$ cat src/rtl/spi_word_xcvr.sv
`default_nettype none
// ============================================================================
// Module   : spi_word_xcvr
// Brief    : SPI mode-0 slave word transceiver, oversampled in the clk domain.
//            Receives command words and streams FWFT FIFO words onto MISO.
// Revision : 1.0 - initial release
// ============================================================================
module spi_word_xcvr #(
  parameter int unsigned       WORD_W      = 16,
  parameter logic [WORD_W-1:0] IDLE_WORD   = '0,
  parameter int unsigned       SYNC_STAGES = 2
) (
  input  logic              clk,
  input  logic              rst,
  input  logic              spi_sclk,
  input  logic              spi_cs_n,
  input  logic              spi_mosi,
  output logic              spi_miso,
  output logic              spi_miso_oe,
  output logic [WORD_W-1:0] rx_data,
  output logic              rx_valid,
  output logic              send_finish,
  output logic              frame_abort,
  input  logic              tx_active,
  input  logic [WORD_W-1:0] fifo_rd_data,
  input  logic              fifo_empty,
  output logic              fifo_rd_en,
  output logic              tx_underrun
);

  localparam logic [4:0] LAST_BIT = 5'(WORD_W - 1);

  logic [SYNC_STAGES-1:0] sclk_sync_q, cs_sync_q, mosi_sync_q;
  logic                   sclk_prev_q, cs_prev_q;
  logic                   armed_q, armed_d;
  logic [4:0]             bit_cnt_q, bit_cnt_d;
  logic [WORD_W-2:0]      rx_shift_q, rx_shift_d;
  logic [WORD_W-1:0]      rx_data_q, rx_data_d;
  logic                   rx_valid_q, rx_valid_d;
  logic                   abort_q, abort_d;
  logic [WORD_W-1:0]      tx_shift_q, tx_shift_d;
  logic                   miso_q, oe_q;

  logic w_sclk_s, w_cs_s, w_mosi_s;
  logic w_sclk_rise, w_sclk_fall, w_cs_fall, w_cs_rise, w_cs_low;
  logic w_load;

  assign w_sclk_s = sclk_sync_q[SYNC_STAGES-1];
  assign w_cs_s   = cs_sync_q[SYNC_STAGES-1];
  assign w_mosi_s = mosi_sync_q[SYNC_STAGES-1];

  // CS sync resets low and armed_q only sets once CS is seen high, so a frame
  // already in progress when reset releases is ignored until a fresh cs_fall.
  assign w_sclk_rise = w_sclk_s & ~sclk_prev_q;
  assign w_sclk_fall = ~w_sclk_s & sclk_prev_q;
  assign w_cs_fall   = armed_q & cs_prev_q & ~w_cs_s;
  assign w_cs_rise   = armed_q & ~cs_prev_q & w_cs_s;
  assign w_cs_low    = armed_q & ~w_cs_s;
  assign armed_d     = armed_q | w_cs_s;

  always_ff @(posedge clk or posedge rst) begin
    if (rst) begin
      sclk_sync_q <= '0;
      cs_sync_q   <= '0;
      mosi_sync_q <= '0;
      sclk_prev_q <= 1'b0;
      cs_prev_q   <= 1'b0;
      armed_q     <= 1'b0;
    end else begin
      sclk_sync_q <= {sclk_sync_q[SYNC_STAGES-2:0], spi_sclk};
      cs_sync_q   <= {cs_sync_q[SYNC_STAGES-2:0], spi_cs_n};
      mosi_sync_q <= {mosi_sync_q[SYNC_STAGES-2:0], spi_mosi};
      sclk_prev_q <= w_sclk_s;
      cs_prev_q   <= w_cs_s;
      armed_q     <= armed_d;
    end
  end

  always_comb begin
    bit_cnt_d   = bit_cnt_q;
    rx_shift_d  = rx_shift_q;
    rx_data_d   = rx_data_q;
    rx_valid_d  = 1'b0;
    abort_d     = 1'b0;
    tx_shift_d  = tx_shift_q;
    w_load      = 1'b0;
    fifo_rd_en  = 1'b0;
    tx_underrun = 1'b0;

    // cs_rise has priority so a colliding SCLK rise is never counted.
    if (w_cs_rise) begin
      bit_cnt_d = '0;
      abort_d   = (bit_cnt_q != 5'd0);
    end else if (w_cs_fall) begin
      bit_cnt_d = '0;
      w_load    = 1'b1;
    end else if (w_cs_low && w_sclk_rise) begin
      rx_shift_d = {rx_shift_q[WORD_W-3:0], w_mosi_s};
      if (bit_cnt_q == LAST_BIT) begin
        rx_data_d  = {rx_shift_q, w_mosi_s};
        rx_valid_d = 1'b1;
        bit_cnt_d  = '0;
        w_load     = 1'b1;
      end else begin
        bit_cnt_d = bit_cnt_q + 5'd1;
      end
    end else if (w_cs_low && w_sclk_fall && (bit_cnt_q != 5'd0)) begin
      tx_shift_d = {tx_shift_q[WORD_W-2:0], 1'b0};
    end

    if (w_load) begin
      if (tx_active && !fifo_empty) begin
        tx_shift_d = fifo_rd_data;
        fifo_rd_en = 1'b1;
      end else begin
        tx_shift_d  = IDLE_WORD;
        tx_underrun = tx_active;
      end
    end
  end

  always_ff @(posedge clk or posedge rst) begin
    if (rst) begin
      bit_cnt_q  <= '0;
      rx_shift_q <= '0;
      rx_data_q  <= '0;
      rx_valid_q <= 1'b0;
      abort_q    <= 1'b0;
      tx_shift_q <= IDLE_WORD;
      miso_q     <= 1'b0;
      oe_q       <= 1'b0;
    end else begin
      bit_cnt_q  <= bit_cnt_d;
      rx_shift_q <= rx_shift_d;
      rx_data_q  <= rx_data_d;
      rx_valid_q <= rx_valid_d;
      abort_q    <= abort_d;
      tx_shift_q <= tx_shift_d;
      miso_q     <= tx_shift_q[WORD_W-1];
      oe_q       <= w_cs_low;
    end
  end

  assign spi_miso    = miso_q;
  assign spi_miso_oe = oe_q;
  assign rx_data     = rx_data_q;
  assign rx_valid    = rx_valid_q;
  assign send_finish = rx_valid_q;
  assign frame_abort = abort_q;

endmodule
`default_nettype wire
$ cat config.mk
export PLATFORM = sky130hd
export DESIGN_NAME = spi_word_xcvr
export DESIGN_NICKNAME = d
export VERILOG_FILES = /design/src/rtl/spi_word_xcvr.sv
export SDC_FILE = /design/constraint.sdc
export NUM_CORES = 1
export LEC_CHECK = 0
export ABC_AREA = 1
export CAP_MARGIN = 15
export CORE_ASPECT_RATIO = 1.75
export CORE_MARGIN = 3
export CORE_UTILIZATION = 50
export DETAILED_ROUTE_END_ITERATION = 8
export PLACE_DENSITY_LB_ADDON = 0.12
export SLEW_MARGIN = 20
export SYNTH_ARGS = -nofsm -noshare
export SYNTH_HDL_FRONTEND = slang
export SYNTH_SLANG_ARGS = --single-unit
$ cat constraint.sdc
create_clock -name clk -period 5.2 [get_ports clk]
set_input_delay 0.78 -clock clk [delete_from_list [all_inputs] [get_ports clk]]
set_output_delay 0.78 -clock clk [all_outputs]
set_load 0.05 [all_outputs]
* After elaboration in Yosys (flattened, before gate mapping) *
Cells that the tools add are included.

storage, ports and cells
  bits in latches = 0
  input bits = 23
  bits in registers = 65
  memories = 0
  word-level logic and storage cells = 65
  memory bits (writable) = 0
  bits in read-only memories = 0
  output and inout bits = 23

operators by class
  divide/modulo/power cells = 0
  multipliers = 0
  multiplexer cells = 21
  bitwise operators = 14
  equal/unequal tests = 4
  shifts and indexed selects = 0
  reduce and logical (&&, ||, !) cells = 11
  $add $sub $neg = 1
  magnitude comparators = 0

operators with widths
  cell                                                 count
  two-way mux 16 bit                                   6
  two-way mux 5 bit                                    4
  two-way mux 1 bit                                    11
  AND reduction 4 bit                                  2
  AND 1 bit                                            7
  NOT 1 bit                                            6
  adder 5 x 1 -> 5 bit, second input constant          1
  equality test 5 x 4 -> 1 bit, second input constant  1
  nonzero test 5 bit                                   1
  logical AND 1 bit                                    4
  != test 2 x 1 -> 1 bit, second input constant        2
  AND reduction 3 bit                                  1
  nonzero test 3 bit                                   1
  != test 2 bit, second input constant                 1
  nonzero test 2 bit                                   1
  logical NOT 1 bit                                    1
  OR 1 bit                                             1

* Depth between registers and ports, before layout *
Gate-level depths: netlist of run 1.

  word-level depth = 9
  mapped depth = 9
  gate-level depth less buffers = 9

* Worst setup path after synthesis of run 1 *
No wires, ideal clock.

  path kind = flip-flop to output port
  from = reg bit_cnt_q[0]
  to = out tx_underrun
  stages on the path, launching flop included = 8
  buffers on the path = 0
  data required time = 4420 ps
  slack = 2704 ps
  arrival = 1716 ps
  path through = dfrtp_1 -> ha_1 -> nand3_2 -> nor2_2 -> nand2_4 -> nand2_8 -> inv_2 -> nor2_1

on the way
  word-level cells in the longest chain between the ends = 6

ends and longest elaborated chain
  item                          line  text
  from (decl)                   36    logic [4:0] bit_cnt_q, bit_cnt_d;
  from (signal assigned)        133   bit_cnt_q <= bit_cnt_d;
  equality test 5 x 4 -> 1 bit  99    if (bit_cnt_q == LAST_BIT) begin
  two-way mux 1 bit             99
  two-way mux 1 bit             97    end else if (w_cs_low && w_sclk_rise) begin
  two-way mux 1 bit             94    end else if (w_cs_fall) begin
  two-way mux 1 bit             91    if (w_cs_rise) begin
  two-way mux 1 bit             111   if (w_load) begin
  to (decl)                     28    output logic tx_underrun

No other way between the ends.

* Worst setup path in the final report of run 1 *
  from = in tx_active
  to = out fifo_rd_en

on the way
  word-level cells in the longest chain between the ends = 3

ends and longest elaborated chain
  item               line  text
  from (decl)        24    input logic tx_active,
  logical AND 1 bit  112   if (tx_active && !fifo_empty) begin
  two-way mux 1 bit  112
  two-way mux 1 bit  111
  to (decl)          27    output logic fifo_rd_en,

No other way between the ends.

==> flow_summary.rst, run 1 <==
.. list-table::
   :header-rows: 1

   * - Metric
     - Value
   * - Number of global-route vias before repair
     - roughly 2100
   * - Number of unique standard cell types used by synthesis
     - 25
   * - Die Area
     - ~6300 sq um
   * - Switching Share
     - 22.7%
   * - Worst-margin pin slew
     - 0.842 ns
   * - End of the worst register-to-register path
     - rx_shift_q[6]$_DFFE_PP0P_
   * - Largest cells by area after synthesis
     - sky130_fd_sc_hd__dfrtp_1 60%, sky130_fd_sc_hd__nand2_1 8.9%, sky130_fd_sc_hd__nand3_1 7.4%, sky130_fd_sc_hd__o21ai_0 5.9%, sky130_fd_sc_hd__inv_1 4.9%
   * - Pwr per Cell Area
     - 342 nW/um^2
   * - Later-pin clock latency in the skew report
     - approximately 0.34 ns
   * - Register bit count reported by yosys
     - 65
   * - Pin count of the biggest net entering global routing
     - 52
   * - RSZ-0062 raised after global routing
     - false
   * - Core footprint
     - 5100 sq um
   * - Ratio of final minimum period to clock period
     - approximately 65%
   * - Overall overflow remaining after global route
     - 0
   * - Cell Count Post-Placement
     - 375
   * - Crit Path Category
     - in2out
   * - Final total negative setup slack
     - 0 ns
   * - Number of standard-cell rows in the floorplan
     - 34
   * - Number of enable flip-flop cells after synthesis
     - 0
   * - Internal
     - between 0.0009 and 0.001 W
   * - Max-cap viol count
     - 0
   * - Clock group share of total power
     - between 40% and 50%
   * - Post-Route Skew
     - ~0.012 ns
   * - Portion of the post-synthesis area used by sequential elements
     - between 60% and 70%
   * - Routed wire length
     - approximately 5.3 mm
   * - Clock tree from TritonCTS
     - done
   * - Worst reg-to-reg path cell count
     - 5
   * - Minimum setup slack in the final design
     - 1.80 ns
   * - Clk sinks
     - 65
   * - DR vias/cell
     - roughly 5.3
   * - Drt pass-1 iters
     - 4
   * - Cell accounting for the most synthesized area
     - sky130_fd_sc_hd__dfrtp_1
   * - H-tree Lvls
     - 3
   * - FFs w/ async S/R, synth
     - 100%
   * - Layout cell share with drive strength beyond 1
     - 8.31%
   * - Count of cells along the worst hold path
     - 0
   * - Net switching power
     - between 0.0002 and 0.0003 W
   * - Post-synthesis cell count
     - around 290
   * - Outcome
     - finished, final reports clean
   * - Final count of hold timing violations
     - 0
   * - Number of placed I/O pins
     - 46
   * - Final setup vio count
     - 0
   * - Critical hold path startpoint
     - sclk_sync_q[0]$_DFF_PP0_
   * - Number of instances resized during post-cts repair
     - 0
   * - CTS max path bufs
     - 2
   * - CP Max Fanout
     - 14
   * - DP Worst Slack
     - between 1.5 and 2 ns
   * - Final Non-Filler Cells
     - slightly below 400
   * - Cell at the root of the clock tree
     - sky130_fd_sc_hd__clkbuf_8
   * - Number of DRC markers after the initial detailed-route iteration
     - between 90 and 100
   * - GRT Total Usage
     - 18.8%
   * - Nets
     - ~360
   * - Vias after detailed routing
     - roughly 2100
   * - Maximum frequency from static timing analysis
     - 294 MHz
   * - Netlist Area Pre-Place
     - between 2000 and 3000 sq um
   * - Synth top area share
     - approximately three fifths
   * - Relative area change from synthesis to final layout
     - 26.3%
   * - Peak VDD IR
     - between 0.0002 and 0.00025 V
   * - Internal reg-to-reg setup slack
     - about 3.4 ns
   * - Mean cell area of the mapped netlist
     - around 9.4 sq um
   * - Power share of the combinational group
     - a little under 8%
   * - Horiz. Die Dim
     - slightly above 60 um
   * - Worst setup EP type
     - primary output
   * - Clock transition time at the flip-flop clock pins of the worst setup and hold paths
     - about 0.08 ns
   * - Routed wire per std cell
     - about 13 um
   * - Number of max-slew violations in the final report
     - 0
   * - Initial antenna violation count
     - 0
   * - Detail Placement HPWL
     - about 3.6 mm
   * - Post-CTS Repair Setup Buffers
     - 0
   * - TritonCTS buffer count
     - 9
   * - Net count of the mapped netlist
     - approximately 310
   * - First-pass GRT wire length
     - about 8.7 mm
   * - Headroom to the max-slew limit
     - between 40% and 50%
   * - Reported leakage power
     - between 1.5 and 2 nW
   * - Warning count from the yosys run
     - 0
   * - Die outline height
     - 103 um
   * - Fill cell total of the finished layout
     - around 450
   * - Hold Crit Class
     - reg2reg
   * - Routability-driven placement congestion ratio
     - slightly below 0.8
   * - Effective utilization at floorplan
     - a little over half
   * - PortBufs
     - 45
   * - Number of remaining DRC errors
     - 0
   * - Post-CTS Hold Buffers
     - 0
   * - Prevailing post-synth register cell
     - sky130_fd_sc_hd__dfrtp_1
   * - End point of the worst hold path
     - sclk_sync_q[1]$_DFF_PP0_
   * - Sequential cell fraction of total power
     - 46.8%
   * - Required time at the worst-slack endpoint
     - ~4.4 ns
   * - Worst EP arrival
     - between 2 and 3 ns
   * - Antenna diode instance count
     - 0
   * - Clock period minus final worst setup slack
     - approximately 3.4 ns
   * - Startpoint of the most critical register-to-register path
     - cs_sync_q[1]$_DFF_PP0_
   * - Count of antenna-violating nets left after detailed routing
     - 0
   * - Critical path startpoint category
     - input port
-- Yosys cell counts (all sizes together) (2+ instances only) --
library cell  instances
nand4                13
nand2                68
ha                    2
o21ai                33
nor2                 12
inv                  36
clkbuf                2
nand3                42
dfrtp                65
buf                  10
-- layer usage --
layer	GRT usage (%)	vias to the layer above	wire, um
li1	-	1016	-
met1	19.0	996	2060
met2	32.8	66	2820
met3	6.52	13	230
met4	9.97	0	140
met5	0	-	0
-- sequential cells by signal, indices dropped and copies added (netlist names) --
name / flops
sclk_sync_q: 2
mosi_sync_q: 2
cs_sync_q: 2
frame_abort: 1
cs_prev_q: 1
sclk_prev_q: 1
tx_shift_q: 16
rx_valid: 1
rx_shift_q: 15
spi_miso_oe: 1
spi_miso: 1
bit_cnt_q: 5
armed_q: 1
rx_data: 16
-- logic make-up after synthesis --
kind of cell / Yosys count / share of synthesized area [%]
and+or+nand+nor: 135 / 24.0
AOI/OAI and AO/OA: 35 / 6.59
buffers and inverters: 48 / 7.51
adders and majority gates: 2 / 0.927
xor gates and xnor gates: 2 / 0.649
DFF: 65 / 60.3
-- stage by stage --
step	utilization (%)	area (sq um)	hold slack, ns	power [W]
after floorplan	-	2700	0.331	0.000609
after CTS	66.7	3410	0.352	0.00118
after detailed placement	61.8	3160	0.343	0.000647
final	66.7	3410	0.345	0.00117
after global routing	66.7	3410	0.349	0.00121
after global placement	61.8	3160	0.342	0.000643
-- worst max-delay path, cell delays in order --
cell                              delay [ns]
sky130_fd_sc_hd__clkdlybuf4s50_1        0.47
sky130_fd_sc_hd__nand2_1                0.08
sky130_fd_sc_hd__inv_1                  0.31
sky130_fd_sc_hd__nand2_1                0.09
sky130_fd_sc_hd__inv_1                  0.07
sky130_fd_sc_hd__clkdlybuf4s50_1        0.80
-- power groups by stage --
stage	registers [W]	logic (W)	clock network, W
global placement	0.000554	0.0000896	0
detailed placement	0.000555	0.0000919	0
CTS	0.000545	0.0000922	0.000540
global route	0.000548	0.000102	0.000561
finish	0.000545	0.0000904	0.000529
floorplan	0.000558	0.0000516	0
-- layout by cell type, fill, tap and decap left out --
cell type,instances
sky130_fd_sc_hd__buf_4,1
sky130_fd_sc_hd__nor2_2,1
sky130_fd_sc_hd__o22ai_1,1
sky130_fd_sc_hd__clkinvlp_4,2
sky130_fd_sc_hd__nand2_4,1
sky130_fd_sc_hd__nand2_8,1
sky130_fd_sc_hd__dfrtp_1,65
sky130_fd_sc_hd__nand2_1,64
sky130_fd_sc_hd__inv_2,2
sky130_fd_sc_hd__nand3_2,2
sky130_fd_sc_hd__a31oi_1,1
sky130_fd_sc_hd__inv_1,34
sky130_fd_sc_hd__ha_1,2
sky130_fd_sc_hd__nor2_4,2
sky130_fd_sc_hd__xor2_1,1
sky130_fd_sc_hd__clkbuf_8,10
sky130_fd_sc_hd__xnor2_1,1
sky130_fd_sc_hd__nand2_2,2
sky130_fd_sc_hd__bufinv_16,3
sky130_fd_sc_hd__inv_6,1
sky130_fd_sc_hd__nor2_1,9
sky130_fd_sc_hd__nand3_1,40
sky130_fd_sc_hd__nand4_1,13
sky130_fd_sc_hd__o21ai_1,1
sky130_fd_sc_hd__clkdlybuf4s50_1,45
sky130_fd_sc_hd__o21ai_0,32
-- layout make-up --
type                    count  area, sq um  share of cell area, %
multi-input cells         174          868                   25.5
well taps                  54         67.6                   1.98
inverters                  36          135                   3.97
flip-flops and latches     65         1630                   47.7
repair buffers             46          458                   13.4
clock buffers              10          138                   4.04
clock inverters             6          114                   3.34
-- worst max-delay path by stage --
stage	cells after the start	endpoint	from
2_1_floorplan	7	tx_underrun	bit_cnt_q[0]$_DFFE_PP0P_
3_3_place_gp	6	fifo_rd_en	tx_active
3_5_place_dp	6	fifo_rd_en	tx_active
4_1_cts	6	fifo_rd_en	tx_active
5_1_grt	7	fifo_rd_en	fifo_empty
6_report	6	fifo_rd_en	tx_active
Power figures use the tool's default switching activity.
==> inputs of run 2 (changes only) <==
==> constraint.sdc (replaced) <==
create_clock -name clk -period 3.45 [get_ports clk]
set_input_delay 0.5175 -clock clk [delete_from_list [all_inputs] [get_ports clk]]
set_output_delay 0.5175 -clock clk [all_outputs]
set_load 0.05 [all_outputs]
==> flow_summary.rst, run 2 (synthesized netlist as in run 1, its figures left out) <==
.. list-table::
   :header-rows: 1

   * - Metric
     - Value
   * - Outcome
     - finished, final reports clean
   * - Core footprint
     - 5100 sq um
   * - Die Area
     - 6350 sq um
   * - Hold Crit Class
     - reg2reg
   * - Met2 track demand over resource
     - 31.9%
   * - Ratio of final minimum period to clock period
     - 88.9%
   * - Routed wire length
     - between 5 and 6 mm
   * - PortBufs
     - 45
   * - Cell area after layout
     - ~3400 sq um
   * - Required time at the worst-slack endpoint
     - between 2 and 3 ns
   * - Post-CTS Repair Setup Buffers
     - 0
   * - Routability-driven placement congestion ratio
     - ~0.8
   * - Routing usage on met1
     - between 20% and 30%
   * - Drt pass-1 iters
     - 5
   * - Most frequent cells in the layout
     - 65 x sky130_fd_sc_hd__dfrtp_1, 64 x sky130_fd_sc_hd__nand2_1, 45 x sky130_fd_sc_hd__clkdlybuf4s50_1
   * - Pin count of the biggest net entering global routing
     - around 40
   * - Peak VDD IR
     - 0.000470 V
   * - Relative area change from synthesis to final layout
     - 24.8%
   * - Net switching power
     - roughly 0.00038 W
   * - Number of standard-cell rows in the floorplan
     - 34
   * - CP Max Fanout
     - 19
   * - Worst-margin pin slew
     - 0.844 ns
   * - Clk sinks
     - 65
   * - Pwr per Cell Area
     - about 480 nW/um^2
   * - Maximum frequency from static timing analysis
     - 326 MHz
   * - Horiz. Die Dim
     - about 62 um
   * - Sequential cell fraction of total power
     - between 50% and 60%
   * - Worst setup EP type
     - primary output
   * - Worst EP arrival
     - ~2.6 ns
   * - Clock group share of total power
     - 40.0%
   * - First-pass GRT wire length
     - approximately 8.6 mm
   * - Post-Route Skew
     - between 0.008 and 0.009 ns
   * - RSZ-0062 raised after global routing
     - false
   * - Area post-placement
     - 3170 sq um
   * - GRT Total Usage
     - a little under a fifth
   * - Routed wire per std cell
     - between 10 and 15 um
   * - Number of global-route vias before repair
     - between 2000 and 2500
   * - Clock period minus final worst setup slack
     - approximately 3.1 ns
   * - Post-CTS Hold Buffers
     - 0
   * - Number of DRC markers after the initial detailed-route iteration
     - ~120
   * - Number of max-slew violations in the final report
     - 0
   * - Initial antenna violation count
     - 0
   * - Effective utilization at floorplan
     - a little over half
   * - Clock transition time at the flip-flop clock pins of the worst setup and hold paths
     - about 0.07 ns
   * - Final setup vio count
     - 0
   * - Max-cap viol count
     - 0
   * - Final Core Density
     - 65.9%
   * - Reported leakage power
     - 1.60 nW
   * - Count of antenna-violating nets left after detailed routing
     - 0
   * - Met3 global-route usage
     - 5.39%
   * - Overall overflow remaining after global route
     - 0
   * - Power share of the combinational group
     - between 8 and 9%
   * - Detail Placement HPWL
     - approximately 3.7 mm
   * - Later-pin clock latency in the skew report
     - around 0.34 ns
   * - Antenna diode instance count
     - 0
   * - H-tree Lvls
     - 3
   * - Switching Share
     - 23.5%
   * - Critical path startpoint category
     - flop
   * - Most common cell after layout, fill and taps aside
     - sky130_fd_sc_hd__dfrtp_1
   * - CTS max path bufs
     - 2
   * - Internal
     - between 0.001 and 0.0015 W
   * - Nets
     - roughly 360
   * - GRT Max-Usage Layer
     - met2
   * - Die outline height
     - ~100 um
   * - Number of placed I/O pins
     - 46
   * - Final count of hold timing violations
     - 0
   * - Layout cell share with drive strength beyond 1
     - between 8 and 9%
   * - Headroom to the max-slew limit
     - 43.6%
   * - Vias after detailed routing
     - approximately 2100
   * - DR vias/cell
     - ~5.3
   * - Cell at the root of the clock tree
     - sky130_fd_sc_hd__clkbuf_8
   * - Number of remaining DRC errors
     - 0
   * - Number of instances resized during post-cts repair
     - 0
   * - Crit Path Category
     - reg2out
   * - Clock tree from TritonCTS
     - done
   * - Fill cell total of the finished layout
     - between 400 and 500
   * - TritonCTS buffer count
     - 9
   * - Final total negative setup slack
     - 0 ns
-- run 2: cell count changes in the layout (fill, tap and decap cells not counted) --
cell and change:
sky130_fd_sc_hd__buf_4 +2, sky130_fd_sc_hd__bufinv_16 -2, sky130_fd_sc_hd__clkinv_2 +2, sky130_fd_sc_hd__clkinvlp_4 -2, sky130_fd_sc_hd__clkbuf_1 +1, sky130_fd_sc_hd__clkbuf_8 +1
sky130_fd_sc_hd__inv_6 -1
-- run 2: worst paths after layout --
check	from	end	slack, ns	depth (start not counted)
max	bit_cnt_q[0]$_DFFE_PP0P_	tx_underrun	0.38	8
min	sclk_sync_q[0]$_DFF_PP0_	sclk_sync_q[1]$_DFF_PP0_	0.35	0
max reg2reg	cs_sync_q[1]$_DFF_PP0_	rx_shift_q[12]$_DFFE_PP0P_	1.60	5
min reg2reg	sclk_sync_q[0]$_DFF_PP0_	sclk_sync_q[1]$_DFF_PP0_	0.35	0
max in group asynchronous	rst	bit_cnt_q[0]$_DFFE_PP0P_	2.46	3
min in group asynchronous	rst	spi_miso$_DFF_PP0_	0.55	3
-- run 2: area by class of cell --
cell class	count	area, sq um	area share, %
clock buffer	12	155	4.61
clock inverter	3	40.0	1.19
inverter	36	135	4.01
multi-input combinational	174	868	25.8
sequential	65	1630	48.3
tap	54	67.6	2.01
timing repair buffer	48	473	14.1
-- run 2: critical path: stages (launching register included) --
cell	delay, ns
sky130_fd_sc_hd__dfrtp_1	0.38
sky130_fd_sc_hd__ha_1	0.21
sky130_fd_sc_hd__nand3_2	0.10
sky130_fd_sc_hd__nor2_2	0.17
sky130_fd_sc_hd__nand2_4	0.17
sky130_fd_sc_hd__nand2_8	0.17
sky130_fd_sc_hd__inv_2	0.11
sky130_fd_sc_hd__nor2_1	0.10
sky130_fd_sc_hd__clkdlybuf4s50_1	0.80
-- run 2: through the flow --
step | cells | hold slack [ns] | power, W | setup WS [ns]
3_3_place_gp | 377 | 0.348 | 0.000973 | 0.711
4_1_cts | 392 | 0.357 | 0.00161 | 0.353
2_1_floorplan | 287 | 0.331 | 0.000918 | 1.22
6_report | 392 | 0.352 | 0.00160 | 0.382
3_5_place_dp | 377 | 0.341 | 0.000977 | 0.658
5_1_grt | 392 | 0.360 | 0.00167 | 0.206
-- run 2: power groups by stage --
stage	Sequential [W]	Combinational, W	Clock (W)
after floorplan	0.000841	0.0000778	0
after global placement	0.000835	0.000137	0
after detailed placement	0.000836	0.000140	0
after CTS	0.000822	0.000141	0.000647
after global routing	0.000827	0.000156	0.000684
final	0.000822	0.000138	0.000640
-- run 2: layer usage --
metal	share of wire (%)	wire, um
met5	0	0
met4	1.2	61
met3	4.6	242
met2	54	2800
met1	40	2110
==> inputs of run 3 (changes only) <==
--- a/config.mk
+++ b/config.mk
@@ -12,6 +12,7 @@
 export CORE_UTILIZATION = 50
 export DETAILED_ROUTE_END_ITERATION = 8
 export PLACE_DENSITY_LB_ADDON = 0.12
+export SKIP_LAST_GASP = 1
 export SLEW_MARGIN = 20
 export SYNTH_ARGS = -nofsm -noshare
 export SYNTH_HDL_FRONTEND = slang
==> results of run 3 <==
Final layout, timing and power as in run 2 (identical DEF).
